--- src/rtl/lm_sm_sequencer.sv ---
// Expands LM/SM/LA/SA into one register/address micro-op per cycle while stalling fetch.
// Micro-ops start the cycle after accept; hold freezes everything, flush abandons the sequence without done.
module lm_sm_sequencer #(
   parameter int ADDR_STEP = 1
) (
   input  logic        clk,
   input  logic        rst_n,
   input  logic [15:0] instr,
   input  logic        instr_valid,
   input  logic [15:0] base_val,
   input  logic        hold,
   input  logic        flush,
   output logic        ready,
   output logic        stall_fetch,
   output logic        uop_valid,
   output logic        uop_load,
   output logic        uop_store,
   output logic [2:0]  uop_reg,
   output logic [15:0] uop_addr,
   output logic        uop_last,
   output logic        done
);

   typedef enum logic {
      IDLE  = 1'b0,
      ISSUE = 1'b1
   } state_t;

   localparam logic [15:0] STEP = 16'(ADDR_STEP);

   state_t      state_q, state_d;
   logic [7:0]  pending_q, pending_d;
   logic [3:0]  n_q, n_d;
   logic [15:0] base_q, base_d;
   logic        load_q, load_d;
   logic        done_q, done_d;

   logic        issue;
   logic        accept;
   logic [7:0]  acc_mask;
   logic [2:0]  low_idx;
   logic        one_left;
   logic [15:0] addr;

   always_comb begin
      issue    = (state_q == ISSUE);
      accept   = instr_valid & ~issue & (instr[15:14] == 2'b11) & ~flush;
      // LA/SA (opcode bit 13 set) transfer every register regardless of the mask field
      acc_mask = instr[13] ? 8'hFF : instr[7:0];
      low_idx  = 3'd0;
      for (int i = 7; i >= 0; i--) begin
         if (pending_q[i]) low_idx = 3'(i);
      end
      one_left = (pending_q != 8'd0) && ((pending_q & (pending_q - 8'd1)) == 8'd0);
      addr     = base_q + ({12'd0, n_q} * STEP);
   end

   always_comb begin
      state_d   = state_q;
      pending_d = pending_q;
      n_d       = n_q;
      base_d    = base_q;
      load_d    = load_q;
      done_d    = 1'b0;
      if (issue) begin
         if (flush) begin
            state_d   = IDLE;
            pending_d = 8'd0;
         end else if (!hold) begin
            pending_d          = pending_q;
            pending_d[low_idx] = 1'b0;
            n_d                = n_q + 4'd1;
            if (one_left) begin
               state_d = IDLE;
               done_d  = 1'b1;
            end
         end
      end else if (accept) begin
         base_d    = base_val;
         pending_d = acc_mask;
         load_d    = ~instr[12];
         n_d       = 4'd0;
         if (acc_mask != 8'd0) state_d = ISSUE;
         else                  done_d  = 1'b1;
      end
   end

   always_ff @(posedge clk or negedge rst_n) begin
      if (!rst_n) begin
         state_q   <= IDLE;
         pending_q <= 8'd0;
         n_q       <= 4'd0;
         base_q    <= 16'd0;
         load_q    <= 1'b0;
         done_q    <= 1'b0;
      end else begin
         state_q   <= state_d;
         pending_q <= pending_d;
         n_q       <= n_d;
         base_q    <= base_d;
         load_q    <= load_d;
         done_q    <= done_d;
      end
   end

   // Micro-op fields are forced to zero outside ISSUE so idle outputs never leak stale state.
   always_comb begin
      ready       = ~issue;
      stall_fetch = issue;
      uop_valid   = issue;
      uop_load    = issue & load_q;
      uop_store   = issue & ~load_q;
      uop_reg     = issue ? low_idx : 3'd0;
      uop_addr    = issue ? addr : 16'd0;
      uop_last    = issue & one_left;
      done        = done_q;
   end

endmodule

--- config.mk ---
export PLATFORM = sky130hd
export DESIGN_NAME = lm_sm_sequencer
export DESIGN_NICKNAME = d
export VERILOG_FILES = /design/src/rtl/lm_sm_sequencer.sv
export SDC_FILE = /design/constraint.sdc
export NUM_CORES = 1
export LEC_CHECK = 0
export ABC_CLOCK_PERIOD_IN_PS = 2600
export CAP_MARGIN = 15
export CORE_UTILIZATION = 46
export CTS_CLUSTER_DIAMETER = 60
export DETAILED_ROUTE_END_ITERATION = 8
export PLACE_DENSITY_LB_ADDON = 0.1
export RECOVER_POWER = 50
export SLEW_MARGIN = 20
export SYNTH_ARGS = -nofsm -noshare
export SYNTH_HDL_FRONTEND = slang
export SYNTH_SLANG_ARGS = --single-unit
--- constraint.sdc ---
create_clock -name clk -period 2.6 [get_ports clk]
set_clock_uncertainty 0.1 [all_clocks]
set_input_delay 0.39 -clock clk [delete_from_list [all_inputs] [get_ports clk]]
set_output_delay 0.39 -clock clk [all_outputs]
set_load 0.02 [all_outputs]
==> reports/qor.csv <==
metric,value,unit
overflow,0,
multi_input_area,1219,um2
cap_violations,1,
crit_fanout,6,
place_hpwl,3618,um
cts_tree,yes,
die_h,67.62,um
worstPathArrival,2110,ps
ys_seq_elements,31,
first_iter_violations,131,
ios,63,
status,finished with violations,
dieArea,4572,um2
area_growth_syn_to_layout,48.83,%
postRouteWirelength,5174,um
cts_root_buffer,clkbuf_8,
synth_top_area_frac,0.3917,
layout_common_cells,"62 x nand2_1, 38 x clkdlybuf4s50_1, 33 x buf_4",
grt_max_degree,32,
fmax,0.3852,GHz
nNetsFinal,375,
first_global_vias,1884,
worstSetupPathType,flop to primary output,
coreArea,4058,um2
initial_core_util,0.4881,
placed_area,2731,um2
numPortBuffers,58,
gp_congestion,0.8165,
yosys.area.top_type,dfrtp_1,
cp.required,2110,ps
min_period,2596,ps
n_antenna_cell,0,
critPathLaunchType,flop,
first_pass_iters,4,
maxSlewHeadroom,-0.1053,
drive_above_1_share,0.2115,
netlist_instances,249,
ys_top_cells_by_area,"dfrtp_1 39%, nand2_1 12%, o21ai_0 7.8%",
worst_ir_drop_vdd,0.0003615,V
layout_commonest_cell,nand2_1,
htree_levels,2,
clk_latency,280,ps
detail_route.wl_per_cell,13.58,um
cts_inserted_buffers,5,
ys_seq_area_frac,0.3917,
leakage,1.377,nW
min_path_type,flop to flop,
ys_warn_count,0,
clk_pin_slew_worst_paths,60,ps
via_count,2072,
slew_viol_final,32,
worst_pin_slew,1658,ps
antenna_found_initial,0,
reg2regPathDepth,5,
num_rows,23,
r2r_start,stall_fetch$_DFF_PN0_,
die_x,67.62,um
clock_path_buffers,2,
worstReg2RegEnd,pending_q[1]$_DFFE_PN0P_,
syn_area,1981,um2
hold_viol_final,0,
total_power,1.759,mW
finish.instance_area,2948,um2
pwr_density_cell,596.6,nW/um2
finalSetupTns,0,ps
r2r_setup_slack,590,ps
postCtsHoldBufs,0,
cts_sinks,31,
startpoint,n_q[0]$_DFFE_PN0P_,
vias_per_cell,5.438,
synth_cell_types,43,
period_share,0.9984,
ant_nets,0,
drc_errors,0,
avgSynthCellArea,7.954,um2
holdWs,386.2,ps
grt_pass1_wl,8307,um
area.sequential,775.7,um2
nFillCells,322,
cp-end-kind,primary output,
finalSetupViolations,0,
grt_usage,0.2506,
endpoint,uop_addr[6],
syn_nets,292,
violations,"max-capacitance violations, max-slew violations",
rsz0062_at_grt,yes,
==> cell usage after synthesis (all sizes together) <==
master   number
a21o          2
and2          4
clkinv        1
o311a         1
a211o         2
o21a          1
a2bb2oi       1
and4          2
buf           8
fa            1
o21ai        31
o211a         1
and3          3
nor2         16
mux2i         2
xnor2         2
dfrtp        31
a211oi        2
nand2b        2
a21oi        16
nand4b        1
inv           6
nor3b         3
o31ai         2
a32oi         1
a41oi         1
nand2        62
or3          10
nor3          4
clkbuf        4
nand4         4
o22ai         1
xor2          5
nand3         8
ha            5
nor2b         1
nor4          2
==> through the flow <==
stage	cells	util	setup slack, ps
after floorplan	249	-	116.4
after global placement	368	0.6731	-208.4
after detailed placement	368	0.6731	-244.9
after CTS	379	0.7034	-16.44
after global routing	381	0.7265	-58.64
final	381	0.7265	4.236
==> kinds of logic (layout without fill, tap and decap cells) <==
logic type,Yosys count,in the layout,share of synthesized area
compound gates,62,62,0.1838
xor+xnor,7,7,0.03095
fa+ha+maj,6,6,0.04169
buf+inv,19,101,0.04611
flops,31,31,0.3917
mux,2,2,0.01011
simple gates,122,122,0.2956
==> critical path, stage by stage, from the launching register on <==
cell	delay (ps)
dfrtp_1	410
ha_4	180
fa_2	340
a21o_1	190
a21oi_2	180
buf_6	170
o21ai_1	70
a21oi_2	140
buf_6	130
==> routing by layer <==
layer  wire [um]  up-vias  track usage
li1            -     1028            -
met1        2211      980       0.3145
met2        2611       56       0.4084
met3         271        8      0.04561
met4          80        0       0.1250
met5           0        -            0
==> where the power goes <==
part | total [mW] | switching (mW) | internal (mW) | leakage [nW]
sequential | 0.716 | 0.128 | 0.589 | 0.398
combinational | 0.695 | 0.347 | 0.348 | 0.942
clock | 0.347 | 0.169 | 0.178 | 0.0371
total | 1.76 | 0.644 | 1.11 | 1.38
==> timing repair <==
item / CTS / global route
gates cloned: 1 / 1
resized for setup: 78 / 32
setup endpoints to repair: 15 / 13
pin swaps: 17 / 22
buffers inserted: 4 / 2
==> sequential cells by signal, indices dropped and copies added, names as in the netlist <==
register	count
load_q	1
stall_fetch	1
n_q	4
done	1
pending_q	8
base_q	16
==> worst min path at each step <==
stage	from	to	slack, ps	cells after the start
CTS	base_q[3]$_DFFE_PN0P_	base_q[3]$_DFFE_PN0P_	390	2
floorplan	rst_n	base_q[0]$_DFFE_PN0P_	-6	0
global route	base_q[3]$_DFFE_PN0P_	base_q[3]$_DFFE_PN0P_	440	2
global placement	base_q[3]$_DFFE_PN0P_	base_q[3]$_DFFE_PN0P_	360	2
finish	base_q[3]$_DFFE_PN0P_	base_q[3]$_DFFE_PN0P_	390	2
detailed placement	base_q[3]$_DFFE_PN0P_	base_q[3]$_DFFE_PN0P_	380	2
==> area by class of cell <==
cell class,count,share of cell area
inverters,7,0.008913
flip-flops and latches,31,0.2632
well taps,50,0.02122
clock buffers,6,0.02462
multi-input cells,199,0.4134
repair buffers,88,0.2687
Power figures use the tool's default switching activity.
